`src/rtl/rv32i_pkg.sv`:
```
// Shared RV32I encodings, ALU select codes and the decoded ALU packet type
// used by the issue stage and its decoder.
package rv32i_pkg;

    localparam logic [6:0] OPC_OP     = 7'b0110011;
    localparam logic [6:0] OPC_OP_IMM = 7'b0010011;
    localparam logic [6:0] OPC_LUI    = 7'b0110111;
    localparam logic [6:0] OPC_AUIPC  = 7'b0010111;

    localparam logic [2:0] F3_ADD_SUB = 3'b000;
    localparam logic [2:0] F3_SLL     = 3'b001;
    localparam logic [2:0] F3_SLT     = 3'b010;
    localparam logic [2:0] F3_SLTU    = 3'b011;
    localparam logic [2:0] F3_XOR     = 3'b100;
    localparam logic [2:0] F3_SRL_SRA = 3'b101;
    localparam logic [2:0] F3_OR      = 3'b110;
    localparam logic [2:0] F3_AND     = 3'b111;

    localparam logic [6:0] F7_BASE = 7'b0000000;
    localparam logic [6:0] F7_ALT  = 7'b0100000;

    localparam logic [3:0] SEL_ADD = 4'b0000;
    localparam logic [3:0] SEL_SUB = 4'b0011;
    localparam logic [3:0] SEL_SLL = 4'b0110;
    localparam logic [3:0] SEL_SHR = 4'b0100;
    localparam logic [3:0] SEL_XOR = 4'b1100;
    localparam logic [3:0] SEL_OR  = 4'b0100;
    localparam logic [3:0] SEL_AND = 4'b1000;

    localparam logic [1:0] CMP_NONE = 2'b00;
    localparam logic [1:0] CMP_SLT  = 2'b01;
    localparam logic [1:0] CMP_SLTU = 2'b10;

    typedef enum logic [1:0] {
        ST_EMPTY = 2'd0,
        ST_ONE   = 2'd1,
        ST_FULL  = 2'd2
    } issue_state_t;

    typedef struct packed {
        logic [31:0] alu_a;
        logic [31:0] alu_b;
        logic [3:0]  alu_sel;
        logic        alu_arith;
        logic        alu_cin;
        logic [1:0]  cmp_kind;
        logic [4:0]  rd;
        logic        illegal;
    } alu_pkt_t;

    localparam int PKT_W = $bits(alu_pkt_t);

    localparam alu_pkt_t ILLEGAL_PKT = '{
        alu_a: 32'd0, alu_b: 32'd0, alu_sel: SEL_ADD, alu_arith: 1'b1,
        alu_cin: 1'b0, cmp_kind: CMP_NONE, rd: 5'd0, illegal: 1'b1
    };

    // OP and OP-IMM share the funct3 mapping; alt selects SUB/SRA.
    function automatic alu_pkt_t apply_funct3(alu_pkt_t p, logic [2:0] f3, logic alt);
        alu_pkt_t r;
        r = p;
        case (f3)
            F3_ADD_SUB: r.alu_sel = alt ? SEL_SUB : SEL_ADD;
            F3_SLL:     r.alu_sel = SEL_SLL;
            F3_SLT: begin
                r.alu_sel  = SEL_SUB;
                r.cmp_kind = CMP_SLT;
            end
            F3_SLTU: begin
                r.alu_sel  = SEL_SUB;
                r.cmp_kind = CMP_SLTU;
            end
            F3_XOR: begin
                r.alu_sel   = SEL_XOR;
                r.alu_arith = 1'b0;
            end
            F3_SRL_SRA: begin
                r.alu_sel = SEL_SHR;
                r.alu_cin = alt;
            end
            F3_OR: begin
                r.alu_sel   = SEL_OR;
                r.alu_arith = 1'b0;
            end
            default: begin
                r.alu_sel   = SEL_AND;
                r.alu_arith = 1'b0;
            end
        endcase
        return r;
    endfunction

endpackage

```
`src/rtl/alu_decode.sv`:
```
// Purely combinational RV32I integer-ALU decoder: turns an instruction and its
// operands into one ALU packet, collapsing unsupported encodings to a safe bubble.
module alu_decode
    import rv32i_pkg::*;
(
    input  logic [31:0]      instr,
    input  logic [31:0]      pc,
    input  logic [31:0]      rs1_val,
    input  logic [31:0]      rs2_val,
    output logic [PKT_W-1:0] pkt
);

    logic [6:0]  opcode;
    logic [2:0]  funct3;
    logic [6:0]  funct7;
    logic [31:0] imm_i;
    logic [31:0] shamt_b;
    logic [31:0] upper_b;
    logic        legal;
    alu_pkt_t    d;

    assign opcode  = instr[6:0];
    assign funct3  = instr[14:12];
    assign funct7  = instr[31:25];
    assign imm_i   = {{20{instr[31]}}, instr[31:20]};
    assign shamt_b = {27'd0, instr[24:20]};
    assign upper_b = {instr[31:12], 12'd0};

    // Start from an ADD of the register operands and refine per opcode.
    always_comb begin
        d           = '0;
        d.alu_arith = 1'b1;
        d.rd        = instr[11:7];
        d.alu_a     = rs1_val;
        d.alu_b     = rs2_val;
        legal       = 1'b0;
        case (opcode)
            OPC_OP: begin
                legal = (funct7 == F7_BASE) ||
                        ((funct7 == F7_ALT) && ((funct3 == F3_ADD_SUB) || (funct3 == F3_SRL_SRA)));
                d = apply_funct3(d, funct3, funct7 == F7_ALT);
            end
            OPC_OP_IMM: begin
                legal   = 1'b1;
                d.alu_b = imm_i;
                if (funct3 == F3_SLL) begin
                    legal   = (funct7 == F7_BASE);
                    d.alu_b = shamt_b;
                end else if (funct3 == F3_SRL_SRA) begin
                    legal   = (funct7 == F7_BASE) || (funct7 == F7_ALT);
                    d.alu_b = shamt_b;
                end
                d = apply_funct3(d, funct3, (funct3 == F3_SRL_SRA) && (funct7 == F7_ALT));
            end
            OPC_LUI: begin
                legal   = 1'b1;
                d.alu_a = 32'd0;
                d.alu_b = upper_b;
            end
            OPC_AUIPC: begin
                legal   = 1'b1;
                d.alu_a = pc;
                d.alu_b = upper_b;
            end
            default: legal = 1'b0;
        endcase
        if (!legal) begin
            d = ILLEGAL_PKT;
        end
    end

    assign pkt = d;

endmodule

```
`src/rtl/alu_issue.sv`:
```
// ALU issue stage: decodes at acceptance and buffers packets in an output
// register plus one skid entry so in_ready can be fully registered.
module alu_issue
    import rv32i_pkg::*;
(
    input  logic        clk,
    input  logic        rst_n,
    input  logic        in_valid,
    output logic        in_ready,
    input  logic [31:0] instr,
    input  logic [31:0] pc,
    input  logic [31:0] rs1_val,
    input  logic [31:0] rs2_val,
    output logic        out_valid,
    input  logic        out_ready,
    output logic [31:0] alu_a,
    output logic [31:0] alu_b,
    output logic [3:0]  alu_sel,
    output logic        alu_arith,
    output logic        alu_cin,
    output logic [1:0]  cmp_kind,
    output logic [4:0]  rd,
    output logic        illegal
);

    issue_state_t     state;
    issue_state_t     state_nxt;
    logic [PKT_W-1:0] dec_bits;
    alu_pkt_t         dec_pkt;
    alu_pkt_t         out_pkt;
    alu_pkt_t         skid_pkt;
    logic             in_xfer;
    logic             out_xfer;
    logic             load_out_dec;
    logic             load_out_skid;
    logic             load_skid;

    alu_decode u_decode (
        .instr   (instr),
        .pc      (pc),
        .rs1_val (rs1_val),
        .rs2_val (rs2_val),
        .pkt     (dec_bits)
    );

    assign dec_pkt   = dec_bits;
    assign out_valid = (state != ST_EMPTY);
    assign in_xfer   = in_valid && in_ready;
    assign out_xfer  = out_valid && out_ready;

    // in_ready is registered from the next state so it never waits on out_ready.
    always_ff @(posedge clk or negedge rst_n) begin
        if (!rst_n) begin
            state    <= ST_EMPTY;
            in_ready <= 1'b1;
        end else begin
            state    <= state_nxt;
            in_ready <= (state_nxt != ST_FULL);
        end
    end

    always_comb begin
        state_nxt     = state;
        load_out_dec  = 1'b0;
        load_out_skid = 1'b0;
        load_skid     = 1'b0;
        case (state)
            ST_EMPTY: begin
                if (in_xfer) begin
                    state_nxt    = ST_ONE;
                    load_out_dec = 1'b1;
                end
            end
            ST_ONE: begin
                if (in_xfer && out_xfer) begin
                    load_out_dec = 1'b1;
                end else if (in_xfer) begin
                    state_nxt = ST_FULL;
                    load_skid = 1'b1;
                end else if (out_xfer) begin
                    state_nxt = ST_EMPTY;
                end
            end
            ST_FULL: begin
                if (out_xfer) begin
                    state_nxt     = ST_ONE;
                    load_out_skid = 1'b1;
                end
            end
            default: state_nxt = ST_EMPTY;
        endcase
    end

    always_ff @(posedge clk or negedge rst_n) begin
        if (!rst_n) begin
            out_pkt  <= '0;
            skid_pkt <= '0;
        end else begin
            if (load_out_dec) begin
                out_pkt <= dec_pkt;
            end else if (load_out_skid) begin
                out_pkt <= skid_pkt;
            end
            if (load_skid) begin
                skid_pkt <= dec_pkt;
            end
        end
    end

    assign alu_a     = out_pkt.alu_a;
    assign alu_b     = out_pkt.alu_b;
    assign alu_sel   = out_pkt.alu_sel;
    assign alu_arith = out_pkt.alu_arith;
    assign alu_cin   = out_pkt.alu_cin;
    assign cmp_kind  = out_pkt.cmp_kind;
    assign rd        = out_pkt.rd;
    assign illegal   = out_pkt.illegal;

endmodule

```
`config.mk`:
```
export PLATFORM = sky130hd
export DESIGN_NAME = alu_issue
export DESIGN_NICKNAME = d
export VERILOG_FILES = /design/src/rtl/rv32i_pkg.sv /design/src/rtl/alu_decode.sv /design/src/rtl/alu_issue.sv
export SDC_FILE = /design/constraint.sdc
export NUM_CORES = 1
export LEC_CHECK = 0
export CORE_MARGIN = 2
export CORE_UTILIZATION = 25
export CTS_BUF_LIST = sky130_fd_sc_hd__clkbuf_4
export CTS_CLUSTER_DIAMETER = 200
export DETAILED_ROUTE_END_ITERATION = 10
export HOLD_SLACK_MARGIN = 0.08
export PLACE_DENSITY = 0.46
export SLEW_MARGIN = 20
export SYNTH_ARGS = -nofsm -noshare
export SYNTH_HDL_FRONTEND = slang
export SYNTH_HIERARCHICAL = 1
export SYNTH_SLANG_ARGS = --single-unit
```
`constraint.sdc`:
```
create_clock -name clk -period 4.8 [get_ports clk]
set_input_delay 0.96 -clock clk [delete_from_list [all_inputs] [get_ports clk]]
set_output_delay 0.96 -clock clk [all_outputs]
set_load 0.005 [all_outputs]
```
==> summary.txt, run 1 <==
Status
  – Status: completed

Pwr
  – Switch share: 0.312
  – Clock share of power: 0.294
  – Static Leak: 4.98 nW
  – Seq pwr share: 0.490
  – Peak supply drop: 235 uV
  – Combinational share of power: 0.216
  – Psw: 0.901 mW
  – Pwr Density: 255 nW/um2
  – Int Pwr: 1.99 mW

Timing
  – Unrepaired setup endpoints after global routing: no
  – Setup TNS: 0 ns
  – Final clock skew: 0.0310 ns
  – Tcrit/Tclk final: 0.626
  – Final min period: 3.00 ns
  – Max-slew violations: 0
  – Worst Tran Pin Value: 0.896 ns
  – Final Setup Violations: 0
  – Fin. Hold Viols: 0
  – Max Clk Rate: 333 MHz
  – Max_slew headroom: 0.402

Drt
  – Total Wirelength: 24.6 mm
  – Vias: 6,117
  – First-pass DRT Iterations: 4
  – Top Layer Used: met4
  – Wire per inst: 18.3 um
  – Routed wl met3: 1.23 mm
  – Routed length on met1: 11.7 mm
  – Metal2 WL: 11.4 mm
  – Via density: 4.55
  – Antenna-violating nets left: 0
  – DRT iter0 DRCs: 235
  – DR DRC count: 0

Global routing
  – Initial antenna violation count: 1
  – First-pass GRT wire length: 38.5 mm
  – GRT Residual Overflow: 0
  – Pin count of the biggest net entering global routing: 88
  – Vias in the first global route: 6,436
  – Total track usage: 0.141

Logic synthesis
  – Yosys warning count: 6
  – Distinct cells, synth: 43
  – Async SR Flop Fraction: 1.00
  – Seq/Total Area, Yosys: 0.469
  – Primary FF master, synth: dfrtp_1
  – #FFs+latches synth: 159
  – Syn Inst Count: 692
  – Syn nets: 824
  – Synthesized cell area: 8480 um2
  – Post-synth EDFFs: 0
  – Avg Cell Area, Syn: 12.3 um2

Placed design
  – RePlAce Congestion: 0.712
  – DP HPWL: 16.5 mm
  – Placed Area: 11,100 um2
  – Port Buffers: 211

Critical path
  – Req. time, crit path: 5.24 ns
  – Crit path capture type: flip-flop
  – Critical path class: in -> reg
  – CP Launch Point: instr[12]
  – Peak fanout along the critical path: 20
  – R2R Path Start: state[1]$_DFF_PN0_
  – CP Launch Type: input pin
  – CP arrival: 3.44 ns
  – Crit path max-delay family: buffers and inverters
  – Slowest CP cell: clkdlybuf4s50_1
  – Most frequent CP cell: buf_4
  – Buf+Inv Stages, Crit Path: 3
  – Max stage delay on crit path: 0.61 ns
  – Critical-path cell list: clkdlybuf4s50_1 -> nor2b_1 -> nor2_1 -> a311oi_4 -> buf_4 -> buf_4 -> nor3_1 -> mux2_1

Clock network
  – CTS tree: built
  – Htree depth: 4
  – Later-pin clock latency in the skew report: 0.57 ns
  – Total CTS buffers: 17
  – Setup bufs post-CTS: 0
  – Post-CTS Resized: 0
  – Clock Path Buffers: 2
  – CTS Sinks: 159
  – Hold-fix buffers, CTS: 0
  – Root Driver: clkbuf_4
  – Worst-path clk slew: 0.16 ns

Floorplanning
  – Initial Util: 0.253
  – CORE AREA: 33,400 um2
  – Die X: 188 um
  – FP Rows: 67
  – Die H: 188 um
  – Die area: 35,400 um2
  – # IOs: 212

Final layout
  – Post-route core utilization: 0.339
  – Share of layout cells above drive strength 1: 0.306
  – Post-route cell area: 11,300 um2
  – Final nets: 1,014
  – Synthesis-to-finish area growth: 33.7%

Min path
  – Worst hold path class: in -> async

Job
  – Max Cap Viol: 0
[power groups by stage]
stage	Combinational [mW]	Clock [mW]	Sequential, mW
floorplan	0.353	0	1.43
detailed placement	0.638	0	1.44
global placement	0.638	0	1.44
CTS	0.640	0.900	1.42
finish	0.624	0.848	1.42
global route	0.675	0.959	1.42
[stage by stage]
stage          power (mW)  worst slack (ns)  cells  hold WS [ns]
2_1_floorplan        1.78              2.15    692         0.454
3_3_place_gp         2.08              1.25   1311         0.466
3_5_place_dp         2.08              1.24   1311         0.479
4_1_cts              2.96              1.89   1343         0.427
5_1_grt              3.06              1.76   1344         0.432
6_report             2.89              1.80   1344         0.433
[cell usage after synthesis (2+ instances only)]
master      n  area [um2]
a21oi_1    21         105
nor4_1     10        62.6
clkbuf_1   25        93.8
dfrtp_1   158        3950
or2_2       2        12.5
nor2b_1    35         219
and3_1      2        12.5
nand2b_1    5        31.3
and2_1      2        12.5
nor3_1     50         250
buf_4       5        37.5
o22ai_1     2        12.5
mux2_2    213        2400
buf_6       5        56.3
mux2i_1    37         370
a22o_1      6        52.6
mux2_1     22         248
a211oi_1    2        15.0
buf_2      22         110
o21ai_0    20         100
nand2_1    14        52.6
nor2_1      9        33.8
inv_1       4        15.0
nand3b_1    2        15.0
[cell type report]
cell class | count | area (um2)
repair buffers | 228 | 2290
well taps | 448 | 561
clock inverters | 15 | 153
multi-input cells | 472 | 4210
clock buffers | 17 | 128
flip-flops and latches | 159 | 3980
inverters | 4 | 15.0
fillers | 3334 | 22100
diodes | 1 | 2.50
[state kept, by name, indices dropped and copies added, names as in the netlist]
signal	flops
state	2
rd	5
cmp_kind	2
alu_arith	1
alu_a	32
alu_cin	1
in_ready	1
alu_b	32
illegal	1
skid_pkt	78
alu_sel	4
[routing by layer]
| layer | global-route usage | vias to the layer above |
|---|---|---|
| met4 | 0.0336 | 0 |
| met5 | 0 | - |
| met1 | 0.193 | 3054 |
| met2 | 0.224 | 138 |
| li1 | - | 2912 |
| met3 | 0.0339 | 13 |
[logic make-up (layout without fill, tap and decap cells)]
family / count (synthesis) / count (layout) / synth area share
other: 0 / 1 / 0
XOR/XNOR: 1 / 1 / 0.00103
AO/OA/AOI/OAI: 57 / 57 / 0.0401
AND/OR/NAND/NOR: 142 / 142 / 0.0967
buffers and inverters: 61 / 264 / 0.0369
flip-flops: 159 / 159 / 0.469
multiplexers: 272 / 272 / 0.356
[worst paths after layout]
check                           cells past startpoint  slack (ns)                        to
min in group clk                                    1        0.51  skid_pkt[66]$_DFFE_PN0P_
max in group asynchronous                           2        3.41        in_ready$_DFF_PN1_
worst max-delay path                                8        1.80  skid_pkt[60]$_DFFE_PN0P_
worst min-delay path                                1        0.43      alu_b[8]$_DFFE_PN0P_
worst min register to register                      1        0.51  skid_pkt[66]$_DFFE_PN0P_
worst max register to register                      4        2.58     alu_a[31]$_DFFE_PN0P_
[worst register-to-register path: stages, from the launching register on]
cell     delay (ns)
dfrtp_1        0.57
and3b_1        0.26
nand2_4        0.61
buf_12         0.31
mux2_2         0.38
[layout by cell type (no fill, tap or decap), types with 2 or more instances in the layout]
cell / count
dfrtp_1: 158
nor4_1: 10
clkinv_4: 4
nand2_1: 12
a21oi_1: 21
nand3b_1: 2
buf_12: 4
a211oi_1: 2
nor3_4: 2
mux2_1: 22
nand2b_1: 5
o22ai_1: 2
buf_4: 13
inv_6: 4
nor2b_1: 35
clkdlybuf4s50_1: 209
mux2_2: 213
mux2i_1: 37
inv_8: 4
and2_1: 2
a22o_1: 6
clkbuf_4: 17
inv_1: 4
nor3_1: 50
or2_2: 2
clkinv_1: 2
nor2_1: 9
o21ai_0: 20
No activity file was read; power rests on OpenSTA's default activity.
==> inputs of run 2 (changes only) <==
--- a/config.mk
+++ b/config.mk
@@ -11,7 +11,7 @@
 export CTS_CLUSTER_DIAMETER = 200
 export DETAILED_ROUTE_END_ITERATION = 10
 export HOLD_SLACK_MARGIN = 0.08
-export PLACE_DENSITY = 0.46
+export PLACE_DENSITY = 0.48
 export SLEW_MARGIN = 20
 export SYNTH_ARGS = -nofsm -noshare
 export SYNTH_HDL_FRONTEND = slang
==> constraint.sdc (replaced) <==
create_clock -name clk -period 2.65 [get_ports clk]
set_input_delay 0.53 -clock clk [delete_from_list [all_inputs] [get_ports clk]]
set_output_delay 0.53 -clock clk [all_outputs]
set_load 0.005 [all_outputs]
==> summary.txt, run 2 (synthesized netlist as in run 1, its figures left out) <==
Status
  – Status: completed (unchanged)

Drt
  – Via density: 4.47 (was 4.55)
  – Total Wirelength: 24.5 mm (was 24.6 mm)
  – First-pass DRT Iterations: 4 (unchanged)
  – DR DRC count: 0 (unchanged)
  – Antenna-violating nets left: 0 (unchanged)
  – DRT iter0 DRCs: 223 (was 235)
  – Wire per inst: 17.5 um (was 18.3 um)
  – Vias: 6,247 (was 6,117)

Final layout
  – Post-route core utilization: 0.356 (was 0.339)
  – Register with the most flip-flops: skid_pkt (unchanged)
  – Final nets: 1,067 (was 1,014)
  – Max reg flops: 78 (unchanged)
  – FILL cells: 3,314 (was 3,334)
  – Synthesis-to-finish area growth: 40.5% (was 33.7%)
  – Commonest non-fill, non-tap cell in the layout: mux2_2 (unchanged)
  – Area of the multi-input gates: 4210 um2 (unchanged)
  – Most frequent cells in the layout: 213 x mux2_2, 209 x clkdlybuf4s50_1, 158 x dfrtp_1, 53 x buf_4, 50 x nor3_1 (was 213 x mux2_2, 209 x clkdlybuf4s50_1, 158 x dfrtp_1, 50 x nor3_1, 37 x mux2i_1)
  – Share of layout cells above drive strength 1: 0.346 (was 0.306)
  – Register area: 3980 um2 (unchanged)
  – Post-route cell area: 11,900 um2 (was 11,300 um2)
  – Fin cells: 1,399 (was 1,344)

Global routing
  – GRT Residual Overflow: 0 (unchanged)
  – First-pass GRT wire length: 38.8 mm (was 38.5 mm)
  – Vias in the first global route: 6,685 (was 6,436)
  – Initial antenna violation count: 3 (was 1)
  – Total track usage: 0.141 (about the same)
  – Pin count of the biggest net entering global routing: 64 (was 88)

Critical path
  – Crit path capture type: flip-flop (unchanged)
  – FF-to-FF setup slack: 0.86 ns (was 2.58 ns)
  – Buf+Inv Stages, Crit Path: 3 (unchanged)
  – Req. time, crit path: 3.14 ns (was 5.24 ns)
  – Max stage delay on crit path: 0.54 ns (was 0.61 ns)
  – Slowest CP cell: or4_4 (was clkdlybuf4s50_1)
  – Cells on worst reg2reg path: 5 (was 4)
  – Crit path max-delay family: simple AND/OR/NAND/NOR gates (was buffers and inverters)
  – R2R Path End: skid_pkt[34]$_DFFE_PN0P_ (was alu_a[31]$_DFFE_PN0P_)
  – Critical-path cell list: clkdlybuf4s50_1 -> or4_4 -> nor3_4 -> a311oi_4 -> buf_4 -> nor4_1 -> buf_4 -> mux2_2 (was clkdlybuf4s50_1 -> nor2b_1 -> nor2_1 -> a311oi_4 -> buf_4 -> buf_4 -> nor3_1 -> mux2_1)
  – CP arrival: 2.98 ns (was 3.44 ns)
  – Peak fanout along the critical path: 9 (was 20)
  – R2R Path Start: in_ready$_DFF_PN1_ (was state[1]$_DFF_PN0_)
  – Critical path class: in -> reg (unchanged)
  – CP Launch Type: input pin (unchanged)
  – Most frequent CP cell: buf_4 (unchanged)

Placed design
  – Dpl ws: -0.600 ns (was 1.24 ns)
  – Placed cell count: 1,360 (was 1,311)
  – Placed Area: 11,600 um2 (was 11,100 um2)
  – DP HPWL: 17.7 mm (was 16.5 mm)
  – RePlAce Congestion: 0.738 (was 0.712)
  – Port Buffers: 211 (unchanged)

Min path
  – Worst hold path class: in -> async (unchanged)

Clock network
  – CTS Sinks: 159 (unchanged)
  – Clock Path Buffers: 2 (unchanged)
  – Total CTS buffers: 17 (unchanged)
  – CTS tree: built (unchanged)
  – Root Driver: clkbuf_4 (unchanged)
  – Htree depth: 4 (unchanged)
  – Later-pin clock latency in the skew report: 0.55 ns (was 0.57 ns)
  – Worst-path clk slew: 0.14 ns (was 0.16 ns)

Job
  – Max Cap Viol: 0 (unchanged)

Pwr
  – Overall power: 5.37 mW (was 2.89 mW)
  – Peak supply drop: 204 uV (was 235 uV)
  – Pwr Density: 451 nW/um2 (was 255 nW/um2)
  – Static Leak: 5.30 nW (was 4.98 nW)

Timing
  – Max_slew headroom: 0.617 (was 0.402)
  – Final clock skew: 0.0243 ns (was 0.0310 ns)
  – Max Clk Rate: 402 MHz
  – Fin. Hold Viols: 0 (unchanged)
  – Max-slew violations: 0 (unchanged)
  – Worst Tran Pin Value: 0.574 ns (was 0.896 ns)
  – Unrepaired setup endpoints after global routing: no (unchanged)
  – Tcrit/Tclk final: 0.939
  – Final min period: 2.49 ns
  – Final Setup Violations: 0 (unchanged)
  – Final worst slack: 0.162 ns (was 1.80 ns)

Floorplanning
  – Die X: 188 um (unchanged)
  – # IOs: 212 (unchanged)
  – Initial Util: 0.253 (unchanged)
  – CORE AREA: 33,400 um2 (unchanged)
  – FP Rows: 67 (unchanged)
  – Die H: 188 um (unchanged)
  – Die area: 35,400 um2 (unchanged)
## run 2: changes by cell type in the layout (fill, tap and decap cells not counted)
cell and change:
clkinv_1 -2, diode_2 +2, buf_4 +40, clkinvlp_4 +4
clkinv_4 -2, buf_12 +12, dlygate4sd3_1 +1, clkbuf_4 +2
bufinv_16 +1, inv_8 -3
## run 2: how the worst max path moves through the flow
stage          startpoint                        to  slack (ns)  cells past startpoint
2_1_floorplan   instr[13]  skid_pkt[60]$_DFFE_PN0P_        0.43                      7
4_1_cts         instr[12]         rd[3]$_DFFE_PN0P_        0.06                      8
3_5_place_dp    instr[12]   skid_pkt[4]$_DFFE_PN0P_       -0.60                      8
3_3_place_gp    instr[12]   skid_pkt[3]$_DFFE_PN0P_       -0.53                      8
6_report        instr[27]  skid_pkt[15]$_DFFE_PN0P_        0.16                      8
5_1_grt         instr[27]     alu_b[13]$_DFFE_PN0P_        0.11                      8
## run 2: per-stage QoR
step / hold slack [ns] / setup TNS (ns)
2_1_floorplan: 0.234 / 0
3_3_place_gp: 0.471 / -54.80
3_5_place_dp: 0.475 / -61.18
4_1_cts: 0.410 / 0
5_1_grt: 0.448 / 0
6_report: 0.460 / 0
## run 2: final cells by class
cell class | count | share of cell area
clock inverter | 13 | 0.0129
timing repair buffer | 281 | 0.238
clock buffer | 19 | 0.0120
antenna | 3 | 0.000630
inverter | 4 | 0.00126
sequential | 159 | 0.334
tap | 448 | 0.0471
multi-input combinational | 472 | 0.354
## run 2: metal layers
layer,up-vias,GRT usage,wire length (um)
met5,-,0,0
met4,0,0.0433,362
met3,21,0.0322,1150
met2,125,0.237,11800
met1,3099,0.181,11200
li1,3002,-,-
## run 2: timing repair
action                                  in CTS  in global routing
resized for setup                            0                  0
endpoints found under the setup margin       0                 40
buffers inserted                             0                  3
hold endpoints to repair                    45                  0
hold buffers                                 1                  0
## run 2: power by group
group / switching [mW] / internal (mW) / total (mW)
clock: 0.963 / 0.602 / 1.56
sequential: 0.0541 / 2.51 / 2.56
combinational: 0.565 / 0.679 / 1.24
total: 1.58 / 3.79 / 5.37
==> inputs of run 3 (changes only) <==
--- a/config.mk
+++ b/config.mk
@@ -6,12 +6,12 @@
 export NUM_CORES = 1
 export LEC_CHECK = 0
 export CORE_MARGIN = 2
-export CORE_UTILIZATION = 25
+export CORE_UTILIZATION = 44
 export CTS_BUF_LIST = sky130_fd_sc_hd__clkbuf_4
 export CTS_CLUSTER_DIAMETER = 200
 export DETAILED_ROUTE_END_ITERATION = 10
 export HOLD_SLACK_MARGIN = 0.08
-export PLACE_DENSITY = 0.48
+export PLACE_DENSITY = 0.76
 export SLEW_MARGIN = 20
 export SYNTH_ARGS = -nofsm -noshare
 export SYNTH_HDL_FRONTEND = slang
==> summary.txt, run 3 (synthesized netlist as in run 1, its figures left out) <==
Status
  – Status: completed (unchanged)

Final layout
  – Share of layout cells above drive strength 1: 0.324 (was 0.346)
  – Final nets: 1,041 (was 1,067)
  – Synthesis-to-finish area growth: 35.2% (was 40.5%)
  – Max reg flops: 78 (unchanged)
  – Post-route core utilization: 0.609 (was 0.356)
  – Register with the most flip-flops: skid_pkt (unchanged)
  – Post-route cell area: 11,500 um2 (was 11,900 um2)
  – Commonest non-fill, non-tap cell in the layout: mux2_2 (unchanged)
  – Most frequent cells in the layout: 213 x mux2_2, 209 x clkdlybuf4s50_1, 158 x dfrtp_1, 50 x nor3_1, 37 x mux2i_1 (was 213 x mux2_2, 209 x clkdlybuf4s50_1, 158 x dfrtp_1, 53 x buf_4, 50 x nor3_1)

Floorplanning
  – Initial Util: 0.450 (was 0.253)
  – Die H: 143 um (was 188 um)
  – Die area: 20,400 um2 (was 35,400 um2)
  – # IOs: 212 (unchanged)
  – Die X: 143 um (was 188 um)
  – CORE AREA: 18,800 um2 (was 33,400 um2)
  – FP Rows: 50 (was 67)

Critical path
  – FF-to-FF setup slack: 0.82 ns (was 0.86 ns)
  – Critical-path cell list: or2_2 -> clkdlybuf4s50_1 (was clkdlybuf4s50_1 -> or4_4 -> nor3_4 -> a311oi_4 -> buf_4 -> nor4_1 -> buf_4 -> mux2_2)
  – Crit path max-delay family: flip-flops (was simple AND/OR/NAND/NOR gates)
  – Slowest CP cell: dfrtp_1 (was or4_4)
  – CP Launch Type: flip-flop (was input pin)
  – Crit path capture type: primary output (was flip-flop)
  – Req. time, crit path: 2.12 ns (was 3.14 ns)
  – Critical path class: reg -> out (was in -> reg)
  – CP arrival: 1.84 ns (was 2.98 ns)
  – Max stage delay on crit path: 0.52 ns (was 0.54 ns)
  – Peak fanout along the critical path: 8 (was 9)
  – Buf+Inv Stages, Crit Path: 1 (was 3)

Drt
  – Wire per inst: 17.8 um (was 17.5 um)
  – Antenna-violating nets left: 0 (unchanged)
  – DR DRC count: 0 (unchanged)
  – Vias: 6,188 (was 6,247)
  – Via density: 5.23 (was 4.47)
  – First-pass DRT Iterations: 4 (unchanged)
  – Total Wirelength: 21.1 mm (was 24.5 mm)
  – DRT iter0 DRCs: 250 (was 223)

Timing
  – Max Clk Rate: 421 MHz (was 402 MHz)
  – Final worst slack: 0.277 ns (was 0.162 ns)
  – Tcrit/Tclk final: 0.896 (was 0.939)
  – Fin. Hold Viols: 0 (unchanged)
  – Max-slew violations: 0 (unchanged)
  – Max_slew headroom: 0.626 (was 0.617)
  – Setup TNS: 0 ns (unchanged)
  – Final Setup Violations: 0 (unchanged)
  – Final min period: 2.37 ns (was 2.49 ns)
  – Unrepaired setup endpoints after global routing: no (unchanged)
  – Worst Tran Pin Value: 0.561 ns (was 0.574 ns)
  – Final clock skew: 0.00902 ns (was 0.0243 ns)

Clock network
  – Clock Path Buffers: 2 (unchanged)
  – CTS tree: built (unchanged)
  – Later-pin clock latency in the skew report: 0.56 ns (was 0.55 ns)
  – CTS Sinks: 159 (unchanged)
  – Total CTS buffers: 17 (unchanged)
  – Htree depth: 4 (unchanged)
  – Worst-path clk slew: 0.13 ns (was 0.14 ns)
  – Setup bufs post-CTS: 0 (unchanged)
  – Root Driver: clkbuf_4 (unchanged)

Placed design
  – DP HPWL: 15.2 mm (was 17.7 mm)
  – Port Buffers: 211 (unchanged)
  – Dpl ws: -0.190 ns (was -0.600 ns)
  – RePlAce Congestion: 0.837 (was 0.738)
  – Placed Area: 11,100 um2 (was 11,600 um2)

Global routing
  – GRT Residual Overflow: 0 (unchanged)
  – Initial antenna violation count: 1 (was 3)
  – Vias in the first global route: 6,263 (was 6,685)
  – First-pass GRT wire length: 33.5 mm (was 38.8 mm)
  – Pin count of the biggest net entering global routing: 59 (was 64)
  – Total track usage: 0.213 (was 0.141)

Pwr
  – Peak supply drop: 257 uV (was 204 uV)
  – Static Leak: 5.17 nW (was 5.30 nW)
  – Pwr Density: 476 nW/um2 (was 451 nW/um2)

Job
  – Max Cap Viol: 0 (unchanged)

Min path
  – Worst hold path class: in -> async (unchanged)
==> run 3: final timing paths <==
path	start	end	depth (start not counted)
min reg2reg	skid_pkt[60]$_DFFE_PN0P_	skid_pkt[60]$_DFFE_PN0P_	1
max	state[1]$_DFF_PN0_	out_valid	2
min in group clk	skid_pkt[60]$_DFFE_PN0P_	skid_pkt[60]$_DFFE_PN0P_	1
max in group asynchronous	rst_n	alu_b[8]$_DFFE_PN0P_	3
max reg2reg	in_ready$_DFF_PN1_	skid_pkt[19]$_DFFE_PN0P_	4
min	rst_n	alu_b[17]$_DFFE_PN0P_	2
==> run 3: area by class of cell <==
| class | instances | area, um2 |
|---|---|---|
| Antenna cell | 1 | 2.50 |
| Clock buffer | 17 | 128 |
| Clock inverter | 15 | 218 |
| Fill cell | 1541 | 7370 |
| Inverter | 4 | 15.0 |
| Multi-Input combinational cell | 472 | 4210 |
| Sequential cell | 159 | 3980 |
| Tap cell | 260 | 325 |
| Timing Repair Buffer | 255 | 2580 |
==> run 3: repair_timing <==
action,CTS,global route
resized for setup,0,0
hold endpoints to repair,53,0
hold buffers,1,0
==> run 3: power breakdown <==
| group | switching (mW) | total [mW] | internal [mW] | leakage, nW |
|---|---|---|---|---|
| clock | 0.875 | 1.72 | 0.840 | 0.179 |
| combinational | 0.531 | 1.17 | 0.644 | 2.80 |
| sequential | 0.0578 | 2.57 | 2.51 | 2.19 |
==> run 3: metal layers <==
| layer | wire, um | track usage |
|---|---|---|
| met1 | 9430 | 0.285 |
| met2 | 10300 | 0.349 |
| met3 | 985 | 0.0433 |
| met4 | 397 | 0.0677 |
| met5 | 0 | 0 |
==> run 3: through the flow <==
step,instances,power [mW],hold WS [ns]
floorplan,692,3.23,0.234
global placement,1149,3.79,0.471
detailed placement,1149,3.80,0.475
CTS,1182,5.52,0.471
global route,1183,5.71,0.503
finish,1183,5.46,0.489
